$ cat config.mk
export PLATFORM = sky130hd
export DESIGN_NAME = lsu_dmem_arbiter_flat
export DESIGN_NICKNAME = d
export VERILOG_FILES = /design/src/rtl/lsu_dmem_arbiter_if.sv /design/src/rtl/lsu_dmem_arbiter.sv /design/src/flat_wrapper.sv
export SDC_FILE = /design/constraint.sdc
export NUM_CORES = 1
export LEC_CHECK = 0
export BUFFER_PORTS_ARGS = -buffer_cell sky130_fd_sc_hd__buf_4
export CAP_MARGIN = 30
export CORE_AREA = 2 2 332 334
export CTS_BUF_LIST = sky130_fd_sc_hd__clkbuf_2
export DETAILED_ROUTE_END_ITERATION = 8
export DIE_AREA = 0 0 334 336
export GPL_TIMING_DRIVEN = 0
export PLACE_DENSITY = 0.42
export SLEW_MARGIN = 20
export SYNTH_ARGS = -nofsm -noshare
export SYNTH_HDL_FRONTEND = slang
export SYNTH_SLANG_ARGS = --single-unit
$ cat constraint.sdc
create_clock -name clk -period 1.4 [get_ports clk]
set_input_delay 0.07 -clock clk [delete_from_list [all_inputs] [get_ports clk]]
set_output_delay 0.07 -clock clk [all_outputs]
set_load 0.005 [all_outputs]
$ cat src/rtl/lsu_dmem_arbiter_if.sv
// Bundle between the two LSU lanes and the shared 1r1w data memory port.
//   master : lane/wrapper side - drives lane requests and flush, sees the
//            memory-side controls, read-valid steering, stall and error.
//   slave  : arbiter side - the reverse directions.
// Lane fields are packed [NUM_LANES-1:0][...], lane 0 being older in program order.
interface lsu_dmem_arbiter_if #(
  parameter int NUM_LANES     = 2,
  parameter int ADDR_W        = 32,
  parameter int MEM_DEPTH_BIT = 9,
  parameter int MEM_W         = 128
);
  logic                                flush;
  logic [NUM_LANES-1:0]                req_ren;
  logic [NUM_LANES-1:0]                req_wr;
  logic [NUM_LANES-1:0][ADDR_W-1:0]    req_addr;
  logic [NUM_LANES-1:0][MEM_W-1:0]     req_wen;
  logic [NUM_LANES-1:0][MEM_W-1:0]     req_wr_data;
  logic [MEM_DEPTH_BIT-1:0]            dmem_addr;
  logic                                dmem_ren;
  logic [MEM_W-1:0]                    dmem_wen;
  logic [MEM_W-1:0]                    dmem_wr_data;
  logic [NUM_LANES-1:0]                rd_vld;
  logic                                arb_stall;
  logic                                arb_err;

  modport master (
    output flush, req_ren, req_wr, req_addr, req_wen, req_wr_data,
    input  dmem_addr, dmem_ren, dmem_wen, dmem_wr_data, rd_vld, arb_stall, arb_err
  );
  modport slave (
    input  flush, req_ren, req_wr, req_addr, req_wen, req_wr_data,
    output dmem_addr, dmem_ren, dmem_wen, dmem_wr_data, rd_vld, arb_stall, arb_err
  );
endinterface

$ cat src/rtl/lsu_dmem_arbiter.sv
// Arbiter for the single 1r1w data memory shared by LSU lanes 0 and 1.
// Both lanes may present a load or store in the same cycle; lane 0 is
// granted first and lane 1 is parked in a one-entry replay buffer that
// issues the following cycle while issue is stalled.
//
// Ports:
//   clk    - clock
//   rst_n  - synchronous active-low reset
//   bus    - lsu_dmem_arbiter_if.slave: lane requests, flush, memory-side
//            addr/ren/wen/wr_data, per-lane rd_vld, arb_stall, arb_err
//   perf_conflict_cnt / perf_load_cnt / perf_store_cnt
//          - 32-bit saturating event counters, present only when the
//            macro LSU_ARB_PERF_CNT_EN is defined.
//
// Memory-side outputs and arb_stall are combinational from the current
// requests (flow-through); rd_vld and arb_err are registered.

// Per-lane request decode.
module lsu_dmem_arb_lane #(
  parameter int ADDR_W        = 32,
  parameter int MEM_DEPTH_BIT = 9,
  parameter int MEM_WIDTH_BIT = 4
) (
  input  logic                     ren,
  input  logic                     wr,
  input  logic [ADDR_W-1:0]        addr,
  output logic                     req,
  output logic                     st,
  output logic                     illegal,
  output logic [MEM_DEPTH_BIT-1:0] line
);
  assign req     = ren | wr;
  // ren+wr together is a protocol error; the op proceeds as a store
  assign st      = wr;
  assign illegal = ren & wr;
  assign line    = addr[MEM_DEPTH_BIT+MEM_WIDTH_BIT-1:MEM_WIDTH_BIT];

  // byte offset and upper address bits do not select a line
  logic unused_addr;
  assign unused_addr = ^{addr[ADDR_W-1:MEM_DEPTH_BIT+MEM_WIDTH_BIT], addr[MEM_WIDTH_BIT-1:0]};
endmodule

module lsu_dmem_arbiter #(
  parameter int ADDR_W        = 32,
  parameter int MEM_DEPTH_BIT = 9,
  parameter int MEM_WIDTH_BIT = 4,
  parameter int MEM_W         = 128
) (
  input  logic        clk,
  input  logic        rst_n,
  lsu_dmem_arbiter_if.slave bus
`ifdef LSU_ARB_PERF_CNT_EN
  ,
  output logic [31:0] perf_conflict_cnt,
  output logic [31:0] perf_load_cnt,
  output logic [31:0] perf_store_cnt
`endif
);
  localparam int NUM_LANES = 2;

  typedef enum logic {IDLE, REPLAY} state_t;

  typedef struct packed {
    logic                     st;
    logic [MEM_DEPTH_BIT-1:0] line;
    logic [MEM_W-1:0]         wen;
    logic [MEM_W-1:0]         data;
  } op_t;

  logic [NUM_LANES-1:0]                    req, st, illegal;
  logic [NUM_LANES-1:0][MEM_DEPTH_BIT-1:0] line;
  op_t  [NUM_LANES-1:0]                    lane_op;

  for (genvar i = 0; i < NUM_LANES; i++) begin : g_lane
    lsu_dmem_arb_lane #(
      .ADDR_W(ADDR_W), .MEM_DEPTH_BIT(MEM_DEPTH_BIT), .MEM_WIDTH_BIT(MEM_WIDTH_BIT)
    ) u_lane (
      .ren(bus.req_ren[i]), .wr(bus.req_wr[i]), .addr(bus.req_addr[i]),
      .req(req[i]), .st(st[i]), .illegal(illegal[i]), .line(line[i])
    );
    assign lane_op[i] = '{st: st[i], line: line[i], wen: bus.req_wen[i], data: bus.req_wr_data[i]};
  end

  state_t               state, nxt_state;
  op_t                  buf_op;
  op_t                  gnt;
  logic                 gnt_vld, gnt_lane, capture, conflict, stall, err_set, live;
  logic                 gnt_ld, gnt_st;
  logic [NUM_LANES-1:0] rd_vld_q;
  logic                 err_q;

  // reset and flush both squash the current cycle's grant
  assign live = rst_n & ~bus.flush;

  always_comb begin
    nxt_state = state;
    gnt       = '0;
    gnt_vld   = 1'b0;
    gnt_lane  = 1'b0;
    capture   = 1'b0;
    conflict  = 1'b0;
    stall     = 1'b0;
    err_set   = |illegal;
    case (state)
      IDLE: begin
        if (live) begin
          if (req[0]) begin
            gnt     = lane_op[0];
            gnt_vld = 1'b1;
            if (req[1]) begin
              // lane 1 parks in the buffer; IDU holds off one cycle
              capture   = 1'b1;
              conflict  = 1'b1;
              stall     = 1'b1;
              nxt_state = REPLAY;
            end
          end else if (req[1]) begin
            gnt      = lane_op[1];
            gnt_vld  = 1'b1;
            gnt_lane = 1'b1;
          end
        end
      end
      REPLAY: begin
        // issue was stalled, so any fresh request is a protocol breach and is dropped
        err_set   = err_set | (|req);
        nxt_state = IDLE;
        if (live) begin
          gnt      = buf_op;
          gnt_vld  = 1'b1;
          gnt_lane = 1'b1;
        end
      end
      default: nxt_state = IDLE;
    endcase
  end

  assign gnt_ld = gnt_vld & ~gnt.st;
  assign gnt_st = gnt_vld &  gnt.st;

  assign bus.dmem_ren     = gnt_ld;
  assign bus.dmem_addr    = gnt_vld ? gnt.line : '0;
  assign bus.dmem_wen     = gnt_st  ? gnt.wen  : '0;
  assign bus.dmem_wr_data = gnt_st  ? gnt.data : '0;
  assign bus.arb_stall    = stall;
  assign bus.rd_vld       = rd_vld_q;
  assign bus.arb_err      = err_q;

  always_ff @(posedge clk) begin
    if (!rst_n) begin
      state    <= IDLE;
      buf_op   <= '0;
      rd_vld_q <= '0;
      err_q    <= 1'b0;
    end else begin
      state <= nxt_state;
      if (capture) buf_op <= lane_op[1];
      // memory read latency is one cycle; rd_vld lines up with rd_data
      rd_vld_q <= gnt_ld ? (NUM_LANES'(1) << gnt_lane) : '0;
      err_q    <= err_q | err_set;
    end
  end

`ifdef LSU_ARB_PERF_CNT_EN
  always_ff @(posedge clk) begin
    if (!rst_n) begin
      perf_conflict_cnt <= '0;
      perf_load_cnt     <= '0;
      perf_store_cnt    <= '0;
    end else begin
      if (conflict && perf_conflict_cnt != '1) perf_conflict_cnt <= perf_conflict_cnt + 32'd1;
      if (gnt_ld   && perf_load_cnt     != '1) perf_load_cnt     <= perf_load_cnt     + 32'd1;
      if (gnt_st   && perf_store_cnt    != '1) perf_store_cnt    <= perf_store_cnt    + 32'd1;
    end
  end
`endif
endmodule
$ cat src/flat_wrapper.sv
// flat-port wrapper written by rule: the top's interface ports become plain ports
module lsu_dmem_arbiter_flat 
#(
  parameter int ADDR_W        = 32,
  parameter int MEM_DEPTH_BIT = 9,
  parameter int MEM_WIDTH_BIT = 4,
  parameter int MEM_W         = 128
)
  (clk, rst_n, bus_flush, bus_req_ren, bus_req_wr, bus_req_addr, bus_req_wen, bus_req_wr_data, bus_dmem_addr, bus_dmem_ren, bus_dmem_wen, bus_dmem_wr_data, bus_rd_vld, bus_arb_stall, bus_arb_err);
  lsu_dmem_arbiter_if #(.ADDR_W(ADDR_W), .MEM_DEPTH_BIT(MEM_DEPTH_BIT), .MEM_W(MEM_W)) bus_i ();
  input  logic clk;
  input  logic rst_n;
  input wire logic [$bits(bus_i.flush)-1:0] bus_flush;
  input wire logic [$bits(bus_i.req_ren)-1:0] bus_req_ren;
  input wire logic [$bits(bus_i.req_wr)-1:0] bus_req_wr;
  input wire logic [$bits(bus_i.req_addr)-1:0] bus_req_addr;
  input wire logic [$bits(bus_i.req_wen)-1:0] bus_req_wen;
  input wire logic [$bits(bus_i.req_wr_data)-1:0] bus_req_wr_data;
  output wire logic [$bits(bus_i.dmem_addr)-1:0] bus_dmem_addr;
  output wire logic [$bits(bus_i.dmem_ren)-1:0] bus_dmem_ren;
  output wire logic [$bits(bus_i.dmem_wen)-1:0] bus_dmem_wen;
  output wire logic [$bits(bus_i.dmem_wr_data)-1:0] bus_dmem_wr_data;
  output wire logic [$bits(bus_i.rd_vld)-1:0] bus_rd_vld;
  output wire logic [$bits(bus_i.arb_stall)-1:0] bus_arb_stall;
  output wire logic [$bits(bus_i.arb_err)-1:0] bus_arb_err;
  assign bus_i.flush = bus_flush;
  assign bus_i.req_ren = bus_req_ren;
  assign bus_i.req_wr = bus_req_wr;
  assign bus_i.req_addr = bus_req_addr;
  assign bus_i.req_wen = bus_req_wen;
  assign bus_i.req_wr_data = bus_req_wr_data;
  assign bus_dmem_addr = bus_i.dmem_addr;
  assign bus_dmem_ren = bus_i.dmem_ren;
  assign bus_dmem_wen = bus_i.dmem_wen;
  assign bus_dmem_wr_data = bus_i.dmem_wr_data;
  assign bus_rd_vld = bus_i.rd_vld;
  assign bus_arb_stall = bus_i.arb_stall;
  assign bus_arb_err = bus_i.arb_err;
  lsu_dmem_arbiter #(.ADDR_W(ADDR_W), .MEM_DEPTH_BIT(MEM_DEPTH_BIT), .MEM_WIDTH_BIT(MEM_WIDTH_BIT), .MEM_W(MEM_W)) u_core (.clk(clk), .rst_n(rst_n), .bus(bus_i));
endmodule
* Word-level counts from Yosys, hierarchy flattened
Index checks and enable logic that the tools add are counted.
Storage, ports and cells: register bits 270, latch bits 0, RAM bits 0, bits in read-only memories 0, output and inout bits 270, memories 0
Cells by class: add/subtract/negate cells 0, multipliers 0, divide/modulo/power cells 0, magnitude comparators 0, equal/unequal tests 0, shifts and indexed selects 1, muxes and demuxes 21, bitwise gates (word level) 12, reductions and logical operators 3
Operators by type and width (count):
- two-way mux 266 bit | 4
- one-hot mux 266 bit (2 select lines) | 1
- two-way mux 128 bit | 2
- two-way mux 1 bit | 10
- two-way mux 9 bit | 1
- one-hot mux 1 bit (2 select lines) | 3
- bitwise AND 1 bit | 5
- OR 1 bit | 4
- OR reduction 2 bit | 2
- NOT 1 bit | 3
- AND reduction 2 bit | 1
- left shift 1 x 1 -> 2 bit, first input constant | 1

* Logic depth before layout (Yosys ltp)
Gate-level depths: netlist (run 1).
depth after elaboration 8, mapped depth 7, gate-level depth less buffers 3

* Modules after synthesis
A second synthesis (run 1) with hierarchy kept.
Unflattened totals: cell total of the unflattened synthesis 2476, area total of the unflattened synthesis 19210.9 um^2
By module, submodules not included:
- lsu_dmem_arbiter | instances 1, cells each 2452, area an instance 19033.3 um^2, sequential area each 5405.2 um^2
- lsu_dmem_arb_lane | instances 2, cells each 12, area an instance 88.8 um^2, sequential area each 0.0 um^2

* Worst setup path before layout (run 1)
OpenSTA, ideal clock, no wires.
path type flip-flop to output port, from reg u_core.state, to out bus_dmem_addr[0], arrival time 1414 ps, data required time 1330 ps, setup slack -84 ps, stages on the path, launching flop included 7, buffers on the path 4, cells stage by stage dfxtp_1 > buf_2 > buf_2 > buf_2 > buf_1 > a21oi_1 > a221oi_1
On the way: cells in the longest elaborated chain, start to end 3
Ends and longest elaborated chain:
- start: declaration | line lsu_dmem_arbiter.sv:84 | state_t state, nxt_state;
- start signal: assignment | line lsu_dmem_arbiter.sv:156 | state <= nxt_state;
- NOT 1 bit | line lsu_dmem_arbiter.sv:104 | case (state)
- one-hot mux 266 bit (2 select lines) or one-hot mux 1 bit (2 select lines) (tied branches) | line lsu_dmem_arbiter.sv:104
- two-way mux 9 bit * | line lsu_dmem_arbiter.sv:142 | assign bus.dmem_addr = gnt_vld ? gnt.line : '0;
- end: declaration | line flat_wrapper.sv:19 | output wire logic [$bits(bus_i.dmem_addr)-1:0] bus_dmem_addr;
Mark *: on every way between the ends. The rest lies on a longest branch, timed or not.

* Worst setup path in the final report (run 1)
from reg u_core.state, to out bus_dmem_wen[54]
On the way: cells in the longest elaborated chain, start to end 4
Ends and longest elaborated chain:
- NOT 1 bit | line lsu_dmem_arbiter.sv:104
- one-hot mux 1 bit (2 select lines) or one-hot mux 266 bit (2 select lines) (tied branches) | line lsu_dmem_arbiter.sv:104
- bitwise AND 1 bit | line lsu_dmem_arbiter.sv:139 | assign gnt_st = gnt_vld & gnt.st;
- two-way mux 128 bit * | line lsu_dmem_arbiter.sv:143 | assign bus.dmem_wen = gnt_st ? gnt.wen : '0;
- end: declaration | line flat_wrapper.sv:21 | output wire logic [$bits(bus_i.dmem_wen)-1:0] bus_dmem_wen;
Marks and branches as above.

==> results.json, run 1 <==
{
  "rsz0062_at_grt": "yes",
  "cp_max_fo": 10,
  "grt_pass1_vias": 25130,
  "vias": 24040,
  "drt-initial-drc-count": 1059,
  "final_nets": 4548,
  "area_growth_pct": 109.6,
  "portBuffers": 805,
  "placed_area_um2": 25250,
  "globalRouteOverflowTotal": 0,
  "initial_core_util": 0.1604,
  "status": "complete, but fails checks",
  "grt_max_degree": 14,
  "die_h_um": 336,
  "slew_violations": 0,
  "max_freq_ghz": 0.3279,
  "worst_slew_pin_slew_ns": 0.9233,
  "placementRows": 121,
  "antenna_found_initial": 17,
  "clk_root_buffer_cell": "clkbuf_2",
  "place_inst": 4609,
  "hold_buffers": 645,
  "ir_worst_vdd_v": 0.0004230,
  "ios": 853,
  "setup_viol": 539,
  "grt_pass1_wl_um": 161600,
  "synthCells": 2388,
  "cp-end-kind": "primary output",
  "finalCriticalPeriod_ns": 3.050,
  "ys_warn_count": 0,
  "grt_usage": 0.1910,
  "violations": "hold timing, setup timing",
  "drive_above_1_share": 0.3488,
  "clk_latency_ns": 1.27,
  "stdcell_count": 5453,
  "synth-compound-area-share": 0.2138,
  "drc": 0,
  "synth_top_family_by_area": "compound AO/OA/AOI/OAI gates",
  "fin_crit_sh": 2.179,
  "routedWlPerCell_um": 20.91,
  "postLayoutCoreUtil": 0.3362,
  "power.density_nw_per_um2": 655.9,
  "nFillCells": 11580,
  "synth_xor_area_frac": 0,
  "hold_class": "in2reg",
  "start_kind": "register",
  "yosysSeqAreaShare": 0.3108,
  "p_leak_uw": 0.01712,
  "setup_tns_ns": -444.64,
  "clock_path_buffers": 3,
  "synth_fa_ha_area_frac": 0,
  "avgSynthCellArea_um2": 7.282,
  "crit_required_ns": 1.33,
  "fin_area_um2": 36450,
  "syn_area_um2": 17390,
  "cts_tree": "yes",
  "synth_nets": 2971,
  "timing.hold.ws_ns": -0.7361,
  "post-route-worst-setup-slack_ns": -1.650,
  "first_pass_iters": 7,
  "muxShareOfSynthArea": 0.1531,
  "die_x_um": 334,
  "drv_cap": 0,
  "yosys.area_share.simple": 0.1375,
  "clkTransAtPathRegs_ns": 0.09,
  "synth.distinct_cells": 25,
  "core-area_um2": 108400,
  "die_area_um2": 112200,
  "synth_seq_cells": 270,
  "drt_wl_total_um": 114000,
  "cp.arrival_ns": 2.98,
  "routabilityCongestion": 0.9099,
  "avgViaCountPerCell": 4.408,
  "cts_buffers": 89,
  "ant_nets": 0,
  "slew-limit-headroom": 0.3844,
  "fin_skew_ns": 0.09175,
  "cts_max_level": 3,
  "critPathKind": "reg2out",
  "hold_viol": 3,
  "dp_hpwl_um": 83640,
  "clkSinkCount": 270
}
## registers in the layout, indices dropped and copies added (netlist names)
name,count
u_core.bus.rd_vld,2
u_core.bus.arb_err,1
u_core.state,1
u_core.buf_op,266
## cell families after synthesis
logic type	Yosys count
buf+inv	771
simple gates	542
compound gates	539
flops	270
mux	266
## cell usage after synthesis, drive strengths merged
library cell | count | area, µm²
a21boi | 1 | 7.510
a221oi | 265 | 2321
nand2b | 1 | 6.260
nand3 | 265 | 1326
and3 | 1 | 6.260
o2111ai | 1 | 8.760
nor2 | 2 | 7.510
a21oi | 268 | 1341
dfxtp | 270 | 5405
clkbuf | 93 | 349.1
nor3 | 1 | 5.000
o21ai | 1 | 5.000
o311ai | 1 | 16.27
nand4b | 1 | 8.760
nand2 | 266 | 998.5
inv | 533 | 2001
and2b | 1 | 7.510
or2 | 2 | 12.51
mux2i | 266 | 2663
nor2b | 2 | 12.51
buf | 145 | 864.6
o41ai | 2 | 17.52
## metal layers
| metal | vias up | global-route usage | share of wire |
|---|---|---|---|
| met3 | 198 | 0.04908 | 0.073 |
| li1 | 11340 | - | - |
| met1 | 11580 | 0.2226 | 0.40 |
| met4 | 4 | 0.07332 | 0.039 |
| met2 | 913 | 0.3344 | 0.48 |
| met5 | - | 0 | 0.00023 |
## per-stage QoR
step / worst slack, ns / total power [µW]
floorplan: -0.01765 / 11070
global placement: -2.414 / 14180
detailed placement: -1.964 / 14190
CTS: -1.939 / 23690
global route: -1.830 / 25260
finish: -1.650 / 23910
## power by group
group          internal [µW]  switching, µW  total (µW)
clock                   2660           4380        7040
combinational           4340           4070        8410
sequential              8190            263        8450
## repair_timing
item | in CTS | in global routing
pin swaps | 14 | 15
buffers inserted | 9 | 13
endpoints found under the setup margin | 540 | 540
endpoints found under the hold margin | 270 | 12
resized for setup | 404 | 259
cloned | 4 | 9
## final cells by class
cell class / instances / area (µm²) / area share
Antenna cell: 11 / 27.53 / 0.0007553
Buffer: 237 / 2163 / 0.05936
Clock buffer: 116 / 580.6 / 0.01593
Clock inverter: 38 / 209.0 / 0.005733
Inverter: 533 / 2001 / 0.05489
Multi-Input combinational cell: 1347 / 11150 / 0.3059
Sequential cell: 270 / 5409 / 0.1484
Tap cell: 1414 / 1769 / 0.04854
Timing Repair Buffer: 1487 / 13140 / 0.3604
## cells in the final DEF, fill, tap and decap left out, drive strengths merged, types with 2 or more instances in the layout
master / count
clkinv: 31
clkinvlp: 2
dlygate4sd3: 645
a221oi: 265
dfxtp: 270
or2: 2
nand2: 266
clkbuf: 201
nor2b: 2
bufinv: 2
o41ai: 2
inv: 536
nor2: 2
diode: 11
buf: 994
mux2i: 266
a21oi: 268
nand3: 265
## final timing paths
path | depth (start not counted) | end | slack (ns) | from
worst max-delay path | 8 | bus_dmem_wen[54] | -1.65 | u_core.state$_SDFF_PN0_
worst min-delay path | 2 | u_core.bus.rd_vld[0]$_SDFF_PN0_ | -0.74 | bus_req_ren[0]
worst max register to register | 4 | u_core.buf_op[112]$_SDFFE_PN0P_ | -0.38 | u_core.state$_SDFF_PN0_
worst min register to register | 2 | u_core.buf_op[132]$_SDFFE_PN0P_ | 0.46 | u_core.buf_op[132]$_SDFFE_PN0P_
## critical path, cell delays in order, from the launching register on
cell and delay [ns]:
dfxtp_4 0.42, nand2b_4 0.11, o311ai_4 0.12, buf_12 0.18, buf_4 0.16, clkbuf_16 0.18, buf_12 0.16, a221oi_4 0.26
buf_4 0.17
(Power assumes the default switching activity.)
==> run 2: changes to the inputs <==
--- a/config.mk
+++ b/config.mk
@@ -13,6 +13,7 @@
 export DIE_AREA = 0 0 334 336
 export GPL_TIMING_DRIVEN = 0
 export PLACE_DENSITY = 0.42
+export SKIP_CTS_REPAIR_TIMING = 1
 export SLEW_MARGIN = 20
 export SYNTH_ARGS = -nofsm -noshare
 export SYNTH_HDL_FRONTEND = slang
==> constraint.sdc (replaced) <==
create_clock -name clk -period 2.6 [get_ports clk]
set_input_delay 0.13 -clock clk [delete_from_list [all_inputs] [get_ports clk]]
set_output_delay 0.13 -clock clk [all_outputs]
set_load 0.005 [all_outputs]
==> results.json, run 2 (synthesized netlist as in run 1, its figures left out) <==
{
  "p_comb_frac": 0.343,
  "clkSinkCount": 270,
  "cts_max_level": 3,
  "critPathKind": "reg2out",
  "core-area_um2": 108400,
  "top_register": "u_core.buf_op",
  "vias": 23410,
  "ios": 853,
  "r2r_slack_ns": 0.07,
  "globalRouteOverflowTotal": 0,
  "area_growth_pct": 99.81,
  "pwr-share-seq": 0.364,
  "switching_share": 0.3624,
  "cp_max_fo": 12,
  "violations": "hold timing, setup timing",
  "rsz0062_at_grt": "yes",
  "status": "complete, but fails checks",
  "die_x_um": 334,
  "grt_pass1_vias": 21110,
  "clk_root_buffer_cell": "clkbuf_2",
  "slew-limit-headroom": 0.4316,
  "placementRows": 121,
  "first_pass_iters": 5,
  "post-place-ws_ns": -0.6912,
  "avgViaCountPerCell": 4.362,
  "grt_pass1_wl_um": 144200,
  "antenna_found_initial": 26,
  "stdcell_count": 5366,
  "drive_above_1_share": 0.3442,
  "ant_nets": 0,
  "internal-power_uw": 7954,
  "cp.arrival_ns": 2.93,
  "met3_usage": 0.04994,
  "p_sw_uw": 4521,
  "final_nets": 4459,
  "drt-initial-drc-count": 1143,
  "finalCriticalPeriod_ns": 3.057,
  "grt_use_met2": 0.2954,
  "slew_violations": 0,
  "clkTransAtPathRegs_ns": 0.09,
  "grt_usage": 0.1746,
  "setup_viol": 267,
  "clk_latency_ns": 1.21,
  "clkPwrFrac": 0.292,
  "routedWlPerCell_um": 20.53,
  "place_inst": 4610,
  "start_kind": "register",
  "busiest_layer": "met2",
  "power.density_nw_per_um2": 359.0,
  "p_leak_uw": 0.01652,
  "die_area_um2": 112200,
  "timing.hold.ws_ns": -0.5002,
  "portBuffers": 805,
  "most-common-layout-cells": "buf_4, dlygate4sd3_1, inv_1, dfxtp_1, a21oi_1",
  "grt_max_degree": 14,
  "initial_core_util": 0.1604,
  "hold_class": "in2reg",
  "cts_buffers": 87,
  "final_common_cell": "buf_4",
  "cts_tree": "yes",
  "worst_slew_pin_slew_ns": 0.8526,
  "largest_reg_flops": 266,
  "drv_cap": 0,
  "postLayoutCoreUtil": 0.3205,
  "die_h_um": 336,
  "drt_wl_total_um": 110200,
  "crit_required_ns": 2.47,
  "cp-end-kind": "primary output",
  "fin_crit_sh": 1.176,
  "post-route-worst-setup-slack_ns": -0.4573,
  "routabilityCongestion": 0.8854,
  "ir_worst_vdd_v": 0.0001870,
  "gr-usage-met1": 0.2081,
  "fin_skew_ns": 0.06833,
  "max_freq_ghz": 0.3271,
  "clock_path_buffers": 3,
  "dp_hpwl_um": 83200,
  "drc": 0,
  "hold_viol": 2
}
-- run 2: cell count changes in the layout (fill, tap and decap cells not counted), moves of 4 or more --
cell / change
clkbuf_16: -11
clkbuf_4: -4
diode_2: +4
buf_2: +12
clkinv_2: +4
a221oi_1: +36
buf_12: -14
a221oi_4: -6
clkbuf_2: +15
clkbuf_8: -13
a221oi_2: -30
clkinv_1: -15
dlygate4sd3_1: -63
-- run 2: path summary, 6_finish.rpt --
path | startpoint | endpoint | depth (start not counted)
max reg2reg | u_core.state$_SDFF_PN0_ | u_core.bus.rd_vld[0]$_SDFF_PN0_ | 7
min reg2reg | u_core.buf_op[196]$_SDFFE_PN0P_ | u_core.buf_op[196]$_SDFFE_PN0P_ | 2
min | bus_req_ren[0] | u_core.bus.rd_vld[1]$_SDFF_PN0_ | 3
max | u_core.state$_SDFF_PN0_ | bus_dmem_wr_data[115] | 8
-- run 2: power by group through the flow --
stage | Combinational, µW | Clock, µW | Sequential [µW]
finish | 4280 | 3650 | 4550
CTS | 3020 | 3880 | 4540
floorplan | 1360 | 0 | 4600
global placement | 3000 | 0 | 4630
detailed placement | 3010 | 0 | 4640
global route | 4600 | 4060 | 4580
-- run 2: worst max-delay path, stage by stage, from the launching register on --
cell,delay [ns]
dfxtp_4,0.38
buf_12,0.15
nand2b_4,0.08
o311ai_4,0.11
buf_12,0.18
buf_12,0.16
buf_12,0.18
a221oi_4,0.30
buf_4,0.18
-- run 2: per-layer routing --
metal  part of all wire  wire (µm)
met3              0.069       7599
met1               0.41      45220
met5            0.00048         53
met2               0.49      53800
met4              0.032       3508
-- run 2: final cells by class --
class                      count  area, µm²
antenna                       15      37.54
clock inverter                26      151.4
inverter                     533       2003
multi-input combinational   1347      10840
tap                         1414       1769
clock buffer                 124      620.6
timing repair buffer        1399      12140
buffer                       238       1774
fill                       11800      73650
sequential                   270       5409
-- run 2: per-stage QoR --
stage          power, µW  instance area [µm²]  setup TNS [ns]
6_report           12470                34750          -91.57
5_1_grt            13240                34730         -147.78
4_1_cts            11440                26040         -420.36
3_5_place_dp        7644                25260          -44.56
3_3_place_gp        7634                25200         -146.66
2_1_floorplan       5959                17390               0
==> run 3: changes to the inputs <==
--- a/config.mk
+++ b/config.mk
@@ -7,14 +7,15 @@
 export LEC_CHECK = 0
 export BUFFER_PORTS_ARGS = -buffer_cell sky130_fd_sc_hd__buf_4
 export CAP_MARGIN = 30
-export CORE_AREA = 2 2 332 334
+export CORE_AREA = 2 2 335 337
 export CTS_BUF_LIST = sky130_fd_sc_hd__clkbuf_2
 export DETAILED_ROUTE_END_ITERATION = 8
-export DIE_AREA = 0 0 334 336
+export DIE_AREA = 0 0 337 339
 export GPL_TIMING_DRIVEN = 0
-export PLACE_DENSITY = 0.42
+export PLACE_DENSITY = 0.44
 export SKIP_CTS_REPAIR_TIMING = 1
 export SLEW_MARGIN = 20
 export SYNTH_ARGS = -nofsm -noshare
 export SYNTH_HDL_FRONTEND = slang
+export SYNTH_HIERARCHICAL = 1
 export SYNTH_SLANG_ARGS = --single-unit
==> results.json, run 3 <==
{
  "status": "complete, but fails checks",
  "violations": "setup timing",
  "dp_hpwl_um": 91900,
  "rsz0062_at_grt": "yes",
  "worst_slew_pin_slew_ns": 0.9911,
  "p_leak_uw": 0.01351,
  "hold_viol": 0,
  "first_pass_iters": 5,
  "max_freq_ghz": 0.3215,
  "grt_pass1_wl_um": 160500,
  "internal-power_uw": 7751,
  "p_comb_frac": 0.353,
  "routedWlPerCell_um": 21.66,
  "yosysTopAreaCell": "dfxtp_1",
  "drt_wl_total_um": 119900,
  "post-route-worst-setup-slack_ns": -0.5107,
  "cp.arrival_ns": 2.98,
  "routabilityCongestion": 0.8610,
  "slew_violations": 0,
  "drive_above_1_share": 0.3496,
  "ios": 853,
  "reg2regPathDepth": 7,
  "area_growth_pct": 82.68,
  "portBuffers": 787,
  "synthArstFlopShare": 0,
  "ir_worst_vdd_v": 0.0001647,
  "placed_area_um2": 27060,
  "finalCriticalPeriod_ns": 3.111,
  "total_power_uw": 12300,
  "yosysTopAreaCellShare": 0.2814,
  "p_sw_uw": 4548,
  "synth-edff-count": 0,
  "grt_usage": 0.1910,
  "clkTransAtPathRegs_ns": 0.08,
  "place_inst": 4757,
  "drv_cap": 0,
  "clock_path_buffers": 3,
  "avgViaCountPerCell": 4.558,
  "vias": 25230,
  "final-seq-area_um2": 5409,
  "initial_core_util": 0.1741,
  "top_register": "u_core/buf_op",
  "fin_crit_sh": 1.196,
  "synthTopCellsByCount": "nand2_1, dfxtp_1, a21oi_1",
  "syn_area_um2": 19210,
  "start_kind": "register",
  "worst_r2r_endpoint": "u_core/buf_op[236]$_SDFFE_PN0P_",
  "grt_max_degree": 13,
  "cp_max_fo": 10,
  "path_buf_inv": 4,
  "antenna_found_initial": 32,
  "synth_nets": 3059,
  "grt_pass1_vias": 22980,
  "core-area_um2": 110400,
  "yosysSeqAreaShare": 0.2814,
  "stdcell_count": 5535,
  "avgSynthCellArea_um2": 7.759,
  "power.density_nw_per_um2": 350.5,
  "die_x_um": 337,
  "crit_chain": "buf_12 > buf_8 > clkbuf_1 > a21oi_1 > a221oi_2 > buf_4",
  "slowest_delay_ns": 0.43,
  "crit_required_ns": 2.47,
  "switching_share": 0.3698,
  "pwr-share-seq": 0.369,
  "yosysMostFrequentCell": "nand2_1",
  "clk_root_buffer_cell": "clkbuf_2",
  "hold_class": "in2reg",
  "clk_latency_ns": 1.13,
  "cp-end-kind": "primary output",
  "synthCells": 2476,
  "ys_top_cells_by_area": "dfxtp_1, a221oi_2, nand3b_1",
  "crit_path_end": "bus_dmem_wr_data[43]",
  "die_h_um": 339,
  "cts_tree": "yes",
  "drt-initial-drc-count": 1262,
  "cts_buffers": 86,
  "clkPwrFrac": 0.279,
  "largest_reg_flops": 266,
  "path_delay_family": "buffers and inverters",
  "placementRows": 122,
  "fin_skew_ns": 0.07783,
  "ys_warn_count": 6,
  "ys.flop_type": "dfxtp_1",
  "clkSinkCount": 270,
  "r2r_slack_ns": 0.11,
  "cp-startpoint": "u_core/state$_SDFF_PN0_",
  "path_depth": 6,
  "drc": 0,
  "synth_seq_cells": 270,
  "cts_max_level": 3,
  "die_area_um2": 114200,
  "synth.distinct_cells": 28,
  "most-common-layout-cells": "buf_4, dlygate4sd3_1, nand2_1, dfxtp_1",
  "final_nets": 4558,
  "fin_area_um2": 35090,
  "final_common_cell": "buf_4",
  "nFillCells": 12110,
  "slew-limit-headroom": 0.3393,
  "rr_startpoint": "u_core/state$_SDFF_PN0_",
  "setup_viol": 267,
  "cp_slowest_cell": "dfxtp_4",
  "multi_input_area_um2": 11940,
  "ant_nets": 0,
  "globalRouteOverflowTotal": 0,
  "critPathKind": "reg2out"
}
[run 3: changes by cell type after synthesis, moves of 105 or more]
cell      delta
mux2i_1    -266
clkbuf_1   +105
a221oi_1   -229
inv_1      -276
nand3b_1   +257
a221oi_2   +220
o21ai_1    +186
[run 3: area by class of cell]
| type | instances | share of cell area |
|---|---|---|
| Multi-Input combinational cell | 1631 | 0.3401 |
| Clock inverter | 20 | 0.003137 |
| Inverter | 257 | 0.02749 |
| Tap cell | 1488 | 0.05305 |
| Timing Repair Buffer | 1413 | 0.3494 |
| Antenna cell | 25 | 0.001783 |
| Clock buffer | 115 | 0.01640 |
| Buffer | 316 | 0.05455 |
| Sequential cell | 270 | 0.1541 |
[run 3: power by group through the flow]
| stage | combinational, µW | sequential (µW) | clock [µW] |
|---|---|---|---|
| after global routing | 4640 | 4570 | 3800 |
| final | 4340 | 4540 | 3430 |
| after global placement | 3350 | 4620 | 0 |
| after floorplan | 1640 | 4590 | 0 |
| after CTS | 3380 | 4530 | 3600 |
| after detailed placement | 3370 | 4630 | 0 |
[run 3: how the worst min path moves through the flow]
stage	to	slack (ns)	start	depth (start not counted)
5_1_grt	u_core/state$_SDFF_PN0_	0.06	bus_req_ren[0]	6
3_5_place_dp	u_core/buf_op[69]$_SDFFE_PN0P_	0.37	bus_req_wr_data[197]	3
3_3_place_gp	u_core/buf_op[91]$_SDFFE_PN0P_	0.36	bus_req_wr_data[219]	3
6_report	u_core/buf_op[57]$_SDFFE_PN0P_	0.17	rst_n	5
2_1_floorplan	u_core/buf_op[0]$_SDFFE_PN0P_	0.27	bus_req_wr_data[128]	2
4_1_cts	u_core/buf_op[91]$_SDFFE_PN0P_	-1.05	bus_req_wr_data[219]	3
[run 3: logic make-up (layout without fill, tap and decap cells)]
logic type | count (synthesis) | count (layout) | synth area share
compound gates | 801 | 801 | 0.3486
buf+inv | 575 | 2121 | 0.1359
flops | 270 | 270 | 0.2814
other cells | 0 | 25 | 0
simple gates | 830 | 830 | 0.2341
[run 3: per-stage QoR]
stage | TNS, ns | util | hold slack, ns | worst slack, ns
after detailed placement | -68.38 | 0.2452 | 0.3671 | -0.9386
after CTS | -430.54 | 0.2514 | -1.048 | -2.347
final | -106.04 | 0.3180 | 0.1724 | -0.5107
after floorplan | 0 | - | 0.2674 | 0.9832
after global routing | -190.25 | 0.3177 | 0.06177 | -0.8393
after global placement | -101.18 | 0.2445 | 0.3644 | -0.9452
[run 3: worst min-delay path, cell delays in order]
cell,delay (ns)
buf_2,0.17
clkbuf_1,0.45
clkbuf_1,0.37
nand2_1,0.13
o21ai_1,0.05
[run 3: metal layers]
| layer | up-vias | global-route usage | wire length, µm |
|---|---|---|---|
| met5 | - | 0 | 137 |
| met4 | 20 | 0.05022 | 3032 |
| met3 | 197 | 0.06498 | 10010 |
| met2 | 1016 | 0.3197 | 57600 |
| met1 | 12090 | 0.2315 | 49100 |
| li1 | 11910 | - | - |
